[src/rtl/qspim_rx.sv]
// SPI master receive path: shifts sampled beats into 32-bit words and hands them to the rx FIFO.
// Define QSPIM_RX_QDDR_EN to make mode 11 sample a quad beat on every clk; otherwise mode 11 behaves as quad.
module qspim_rx (
    input  logic        clk,
    input  logic        rstn,
    input  logic        flush,
    input  logic        en,
    input  logic        rx_edge,
    input  logic        sdi0,
    input  logic        sdi1,
    input  logic        sdi2,
    input  logic        sdi3,
    input  logic [1:0]  s_spi_mode,
    input  logic [15:0] counter_in,
    input  logic        counter_in_upd,
    output logic [31:0] data,
    output logic        data_valid,
    input  logic        data_ready,
    output logic        rx_done,
    output logic        clk_en_o
);

    // state           | meaning
    // IDLE            | no transfer, SPI clock gated
    // RECEIVE         | sampling beats into the word register
    // WAIT_FIFO_SPACE | completed word held, SPI clock gated until data_ready
    localparam logic [1:0] IDLE            = 2'd0;
    localparam logic [1:0] RECEIVE         = 2'd1;
    localparam logic [1:0] WAIT_FIFO_SPACE = 2'd2;

    logic [1:0]  state_q,  state_d;
    logic [15:0] cnt_q,    cnt_d;
    logic [15:0] target_q, target_d;
    logic [1:0]  mode_q,   mode_d;
    logic [31:0] shift_q,  shift_d;
    logic [31:0] data_q,   data_d;
    logic        valid_q,  valid_d;
    logic        done_q,   done_d;

    logic        qddr_mode;
    logic        sample;
    logic        word_full;
    logic        last_beat;
    logic        fifo_free;
    logic [15:0] cnt_inc;
    logic [31:0] shift_nxt;

`ifdef QSPIM_RX_QDDR_EN
    assign qddr_mode = (mode_q == 2'b11);
`else
    assign qddr_mode = 1'b0;
`endif

    assign sample    = (state_q == RECEIVE) && en && (rx_edge || qddr_mode);
    assign cnt_inc   = cnt_q + 16'd1;
    assign last_beat = (cnt_inc == target_q);
    assign fifo_free = !valid_q || data_ready;

    // Words always start on a beat count that is a multiple of the word length,
    // so the low counter bits tell when the current word fills up.
    always_comb begin
        shift_nxt = shift_q;
        word_full = 1'b0;
        case (mode_q)
            2'b00: begin
                shift_nxt = {shift_q[30:0], sdi1};
                word_full = (cnt_q[4:0] == 5'd31);
            end
            2'b01: begin
                shift_nxt = {shift_q[29:0], sdi1, sdi0};
                word_full = (cnt_q[3:0] == 4'hF);
            end
            default: begin
                shift_nxt = {shift_q[27:0], sdi3, sdi2, sdi1, sdi0};
                word_full = (cnt_q[2:0] == 3'd7);
            end
        endcase
    end

    always_comb begin
        state_d  = state_q;
        cnt_d    = cnt_q;
        target_d = target_q;
        mode_d   = mode_q;
        shift_d  = shift_q;
        data_d   = data_q;
        valid_d  = valid_q && !data_ready;
        done_d   = 1'b0;

        if (counter_in_upd) begin
            mode_d = s_spi_mode;
            case (s_spi_mode)
                2'b00:   target_d = counter_in;
                2'b01:   target_d = {1'b0, counter_in[15:1]};
                default: target_d = {2'b00, counter_in[15:2]};
            endcase
        end

        case (state_q)
            IDLE: begin
                if (en && (target_q != 16'd0)) begin
                    state_d = RECEIVE;
                    cnt_d   = 16'd0;
                    shift_d = 32'd0;
                end
            end
            RECEIVE: begin
                if (!en) begin
                    state_d = IDLE;
                    shift_d = 32'd0;
                end else if (sample) begin
                    cnt_d  = cnt_inc;
                    done_d = last_beat;
                    if (word_full || last_beat) begin
                        if (fifo_free) begin
                            data_d  = shift_nxt;
                            valid_d = 1'b1;
                            shift_d = 32'd0;
                            if (last_beat) state_d = IDLE;
                        end else begin
                            shift_d = shift_nxt;
                            state_d = WAIT_FIFO_SPACE;
                        end
                    end else begin
                        shift_d = shift_nxt;
                    end
                end
            end
            WAIT_FIFO_SPACE: begin
                if (!en) begin
                    state_d = IDLE;
                    shift_d = 32'd0;
                end else if (data_ready) begin
                    data_d  = shift_q;
                    valid_d = 1'b1;
                    shift_d = 32'd0;
                    state_d = (cnt_q == target_q) ? IDLE : RECEIVE;
                end
            end
            default: state_d = IDLE;
        endcase

        if (flush) begin
            state_d  = IDLE;
            cnt_d    = 16'd0;
            shift_d  = 32'd0;
            valid_d  = 1'b0;
            target_d = 16'd0;
            done_d   = 1'b0;
        end
    end

    always_ff @(posedge clk or negedge rstn) begin
        if (!rstn) begin
            state_q  <= IDLE;
            cnt_q    <= 16'd0;
            target_q <= 16'd0;
            mode_q   <= 2'b00;
            shift_q  <= 32'd0;
            data_q   <= 32'd0;
            valid_q  <= 1'b0;
            done_q   <= 1'b0;
        end else begin
            state_q  <= state_d;
            cnt_q    <= cnt_d;
            target_q <= target_d;
            mode_q   <= mode_d;
            shift_q  <= shift_d;
            data_q   <= data_d;
            valid_q  <= valid_d;
            done_q   <= done_d;
        end
    end

    assign data       = data_q;
    assign data_valid = valid_q;
    assign rx_done    = done_q;
    assign clk_en_o   = (state_d == RECEIVE);

endmodule

[config.mk]
export PLATFORM = sky130hd
export DESIGN_NAME = qspim_rx
export DESIGN_NICKNAME = d
export VERILOG_FILES = /design/src/rtl/qspim_rx.sv
export SDC_FILE = /design/constraint.sdc
export NUM_CORES = 1
export LEC_CHECK = 0
export BUFFER_PORTS_ARGS = -buffer_cell sky130_fd_sc_hd__buf_2
export CAP_MARGIN = 30
export CORE_MARGIN = 3
export CORE_UTILIZATION = 54
export DETAILED_ROUTE_END_ITERATION = 6
export GPL_ROUTABILITY_DRIVEN = 0
export PLACE_DENSITY = 0.74
export SLEW_MARGIN = 20
export SYNTH_ARGS = -nofsm -noshare
export SYNTH_HDL_FRONTEND = slang
export SYNTH_SLANG_ARGS = --single-unit
[constraint.sdc]
create_clock -name clk -period 3.5 [get_ports clk]
set_clock_uncertainty 0.2 [all_clocks]
set_input_delay 0.35 -clock clk [delete_from_list [all_inputs] [get_ports clk]]
set_output_delay 0.35 -clock clk [all_outputs]
set_load 0.1 [all_outputs]
---- After elaboration in Yosys (flattened, before gate mapping) ----
Index checks and enable logic that the tools add are counted.
storage, ports and cells
  RAM bits ................................ 0
  bits in registers ....................... 102
  bits in latches ......................... 0
  bits of input ports ..................... 29
  memories ................................ 0
  ROM bits ................................ 0
operators by class
  shift-type cells ........................ 0
  bitwise logic cells ..................... 0
  multipliers ............................. 0
  reductions and logical operators ........ 19
  equality and inequality tests ........... 21
  add/sub/neg operators ................... 1
  $lt $le $gt $ge ......................... 0
  multiplexer cells ....................... 49
  divide/modulo/power cells ............... 0
operators by type and width
  operator                                                          number
  32-bit 2-to-1 mux                                                 14
  32-bit case mux with 2 select lines                               2
  16-bit 2-to-1 mux                                                 6
  32-bit case mux with 3 select lines                               1
  16-bit case mux with 2 select lines                               2
  16-bit == test                                                    2
  2-bit 2-to-1 mux                                                  9
  16-bit by 1-bit adder with 16-bit output (second input constant)  1
  16-bit nonzero test                                               1
  1-bit 2-to-1 mux                                                  12
  2-bit != test (second input constant)                             5
  3-bit != test (second input constant)                             3
  2-bit by 1-bit == test with 1-bit output (second input constant)  4
  4-bit != test (second input constant)                             2
  4-bit AND reduction                                               2
  7-bit AND reduction                                               1
  2-bit logical NOT                                                 3
  2-bit case mux with 3 select lines                                1
  5-bit == test (second input constant)                             1
  4-bit == test (second input constant)                             1
  1-bit logical AND                                                 4
  1-bit case mux with 2 select lines                                2
  2-bit nonzero test                                                2
  4-bit nonzero test                                                1
  6 further kinds                                                   8

---- Logic depth before layout (Yosys ltp) ----
  word-level depth ........................ 10
  mapped depth ............................ 12
  depth with buffers taken out ............ 11

---- Least setup slack after synthesis ----
No wires, ideal clock.
  path kind ............................... reg2out
  from .................................... register cnt_q[0]
  to ...................................... output clk_en_o
  arrival ................................. 3.074 ns
  stages on the path, launching flop included .. 12
  data required time ...................... 2.950 ns
  path buffers ............................ 0
  path slack .............................. -0.124 ns
  cells stage by stage .................... dfrtp_1 > ha_1 > and3_1 > ha_1 > xor2_1 > nor4_1 > nor4b_1 > nand4_1 > nor4_2 > nand3_1 > o211ai_1 > and2_1
between the ends
  cells in the longest elaborated chain, start to end .. 10
  elaborated cells between the ends (all ways) .. 19
  those cells by class .................... add/sub (1); eq/ne (6); mux (11); reduce/logical (1)
RTL lines
  element                                       line  text
  from (decl)                                   32    logic [15:0] cnt_q, cnt_d;
  from (signal assigned)                        165   cnt_q <= cnt_d;
  16-bit by 1-bit adder with 16-bit output      55    assign cnt_inc = cnt_q + 16'd1;
  16-bit == test                                56    assign last_beat = (cnt_inc == target_q);
  2-bit 2-to-1 mux                              119   if (last_beat) state_d = IDLE;
  2-bit 2-to-1 mux                              115   if (fifo_free) begin
  2-bit 2-to-1 mux                              114   if (word_full || last_beat) begin
  2-bit 2-to-1 mux                              111   end else if (sample) begin
  2-bit 2-to-1 mux                              108   if (!en) begin
  2-bit case mux with 3 select lines (*)        99    case (state_q)
  2-bit 2-to-1 mux (*)                          143   if (flush) begin
  2-bit by 1-bit == test with 1-bit output (*)  178   assign clk_en_o = (state_d == RECEIVE);
  to (decl)                                     20    output logic clk_en_o
Mark *: on every way between the ends. The rest lies on a longest branch, timed or not.

---- Worst setup path in the final report ----
  from .................................... register cnt_q[1]
  to ...................................... output clk_en_o
Same word-level chain as after synthesis.

==> key figures <==
Power
  – Total power: ~2.8 mW
  – Static leakage: 3.31 nW
  – Power Dens Cells: 390 mW/mm²
  – Worst vdd ir: 0.234 mV

Timing
  – RSZ-0062 raised after global routing: yes
  – Period utilisation layout: 1.08
  – Final Worst Setup Slack: -0.285 ns
  – Max frequency: ~0.26 GHz
  – Final setup viols: 33
  – Slew HR: 0.458
  – Least-Margin Pin Slew: 0.813 ns
  – Fin. max-slew vios: 0
  – Fin crit period: roughly 3.8 ns
  – Fin. Hold Viols: 0

CTS
  – Clk sinks: about 100
  – H-Tree Level Count: 3
  – Clk root buf: clkbuf_16
  – Clk buf depth: 2
  – CTS Buf Count: 9
  – TritonCTS clock tree: built
  – Worst-path clk slew: about 0.070 ns
  – Clock Latency Late Sink: around 0.35 ns

Flow run
  – Max cap viols: 0

Global route
  – Pin count of the biggest net entering global routing: between 60 and 70
  – Total GRT Usage: 0.251
  – Grt total ovfl: 0
  – First-pass GRT wire length: 26300 µm
  – Number of global-route vias before repair: between 5000 and 6000
  – Initial antenna violation count: 0

Setup path
  – CP Data Arrival Time: roughly 3.2 ns
  – R2R cell count: 15
  – Setup crit end kind: output port
  – Critical path peak fanout: 3
  – CP Launch Point: cnt_q[1]$_DFFE_PN0P_
  – Required @ worst endpoint: 2.95 ns
  – FF-to-FF Start: cnt_q[1]$_DFFE_PN0P_
  – R2R Path End: data[15]$_DFFE_PN0P_
  – Crit start category: flop
  – Critical path class: flop to output port
  – Flop-to-flop setup slack: -0.20 ns

Cells and area
  – Layout area overhead: 17.8%
  – Fraction of layout cells with a size suffix above 1: 0.214
  – Commonest non-fill, non-tap cell in the layout: dfrtp_1
  – Post-layout nets: about 800
  – ANT cells: 0
  – Most frequent cells in the layout: dfrtp_1, o21ai_0, nand2_1, mux2i_1, nor2_1

Routing
  – Vias: roughly 5500
  – Drt total wl: between 15000 and 20000 µm
  – Average routed wire per standard cell: ~18 µm
  – Router iterations before antenna repair: 5
  – Post-route DRC: 0
  – DR vias/cell: 6.21
  – Initial DRC Count: between 400 and 500
  – Routed Antenna Nets: 0

Place
  – Port bufs: 63
  – Place WS: -0.184 ns
  – Hpwl dp: roughly 10000 µm

Worst hold path
  – Hold crit path type: input port to flop
  – Hold path start: counter_in[15]
  – Hold endpoint: target_q[15]$_DFFE_PN0P_
  – Hold Crit Depth: 3

Synthesis
  – Number of library cell types mapped by synthesis: 50
  – Mapped cell area: about 0.0061 mm²
  – Top cell type by total area after synthesis: dfrtp_1
  – Synth Instances: 692
  – Main synth FF type: dfrtp_1
  – Seq/Total Area, Yosys: 0.416
  – Avg Inst Size Synth: 8.87 µm²
  – Syn_nets: 728
  – Async SR Flop Fraction: 1.00
  – Synth Warn #: 0
  – Synth Register Bits: approximately 100
  – Post-synth top area share: 0.416
  – EDFF count, synth: 0
  – Dominant cells by area after synthesis: dfrtp_1, mux2i_1, o21ai_0, nand2_1, mux2_2

Floorplanning
  – Rows: 38
  – Starting Density: 0.559
  – Die Ht: 113 µm
  – I/O Pins: 64
  – Core Footprint: between 0.01 and 0.015 mm²
  – Die Width: 113 µm
  – Total die area: between 0.01 and 0.015 mm²

Outcome
  – Run status: finished, violations left
  – Failing checks: setup timing
metal layers:
metal  share of wire  routed length [µm]  GRT usage  vias up
li1                -                   -          -     2559
met5               0                   0          0        -
met4           0.030                 479      0.125        0
met3           0.064                1010     0.0350       51
met2            0.45                7040      0.367      230
met1            0.46                7190      0.366     2684
worst max-delay path by stage:
stage                                      end  cells after the start
after CTS                             clk_en_o                     13
after detailed placement  data[20]$_DFFE_PN0P_                     12
after floorplan           data[22]$_DFFE_PN0P_                     12
after global placement    data[20]$_DFFE_PN0P_                     12
final                                 clk_en_o                     13
after global routing                  clk_en_o                     13
sequential cells by signal (all words and copies together) (netlist names):
name        cells
data_valid      1
cnt_q          16
state_q         2
mode_q          2
shift_q        32
data           32
rx_done         1
target_q       16
Yosys cell counts, drive strengths merged, types with 2 or more instances:
cell type / instances
buf: 14
ha: 7
clkbuf: 39
inv: 5
or4: 2
a31oi: 4
o2111ai: 2
nor2b: 3
o41ai: 4
nand3: 10
nand2b: 5
o211ai: 2
xnor2: 14
a41oi: 2
xor2: 8
nor4b: 2
and2: 4
nand2: 98
nor2: 63
nor3: 8
and3: 6
nand4: 10
dfrtp: 102
and4: 3
mux2: 34
nor4: 8
a21oi: 45
a211oi: 2
o31ai: 7
mux2i: 66
o21ai: 100
what timing repair did:
action,in CTS,in global routing
setup endpoints to repair,33,65
gates cloned,4,0
buffers inserted,25,4
pin swaps,7,4
hold endpoints to repair,61,0
gates resized for setup,40,18
hold buffers,1,0
stage by stage:
| step | TNS, ns | area (µm²) | util | cells | hold slack, ns |
|---|---|---|---|---|---|
| global placement | -2.02 | 6630 | 0.603 | 864 | 0.263 |
| CTS | -4.96 | 7180 | 0.654 | 889 | 0.0850 |
| detailed placement | -4.48 | 6630 | 0.603 | 864 | 0.271 |
| finish | -4.45 | 7230 | 0.659 | 889 | 0.0926 |
| global route | -11.46 | 7230 | 0.659 | 889 | 0.0995 |
| floorplan | 0 | 6140 | - | 692 | -0.146 |
area by class of cell:
class	instances	area, µm²
well taps	140	175
clock inverters	6	46.3
repair buffers	95	679
multi-input cells	532	3530
fillers	859	3750
flip-flops and latches	102	2550
inverters	5	18.8
clock buffers	9	225
logic make-up after synthesis:
logic type	Yosys count	synth area share
AO/OA/AOI/OAI	176	0.161
adder cells (fa/ha/maj)	7	0.0143
XOR/XNOR	22	0.0314
flip-flops	102	0.416
multiplexers	100	0.170
buffers and inverters	58	0.0414
AND/OR/NAND/NOR	227	0.167
critical path, stage by stage, from the launching register on:
cell      delay [ns]
dfrtp_1         0.42
ha_4            0.19
and3_4          0.19
ha_4            0.22
xor2_2          0.14
nor4_2          0.20
nor4b_4         0.27
nand4_1         0.14
nor4_2          0.34
buf_4           0.17
or2_2           0.12
o211ai_1        0.11
and2_4          0.20
buf_12          0.16
where the power goes:
group / total [mW] / switching [mW] / internal, mW / leakage [nW]
clock: 0.960 / 0.473 / 0.487 / 0.134
sequential: 1.25 / 0.0365 / 1.22 / 1.40
combinational: 0.606 / 0.411 / 0.196 / 1.77
Power figures use the tool's default switching activity.
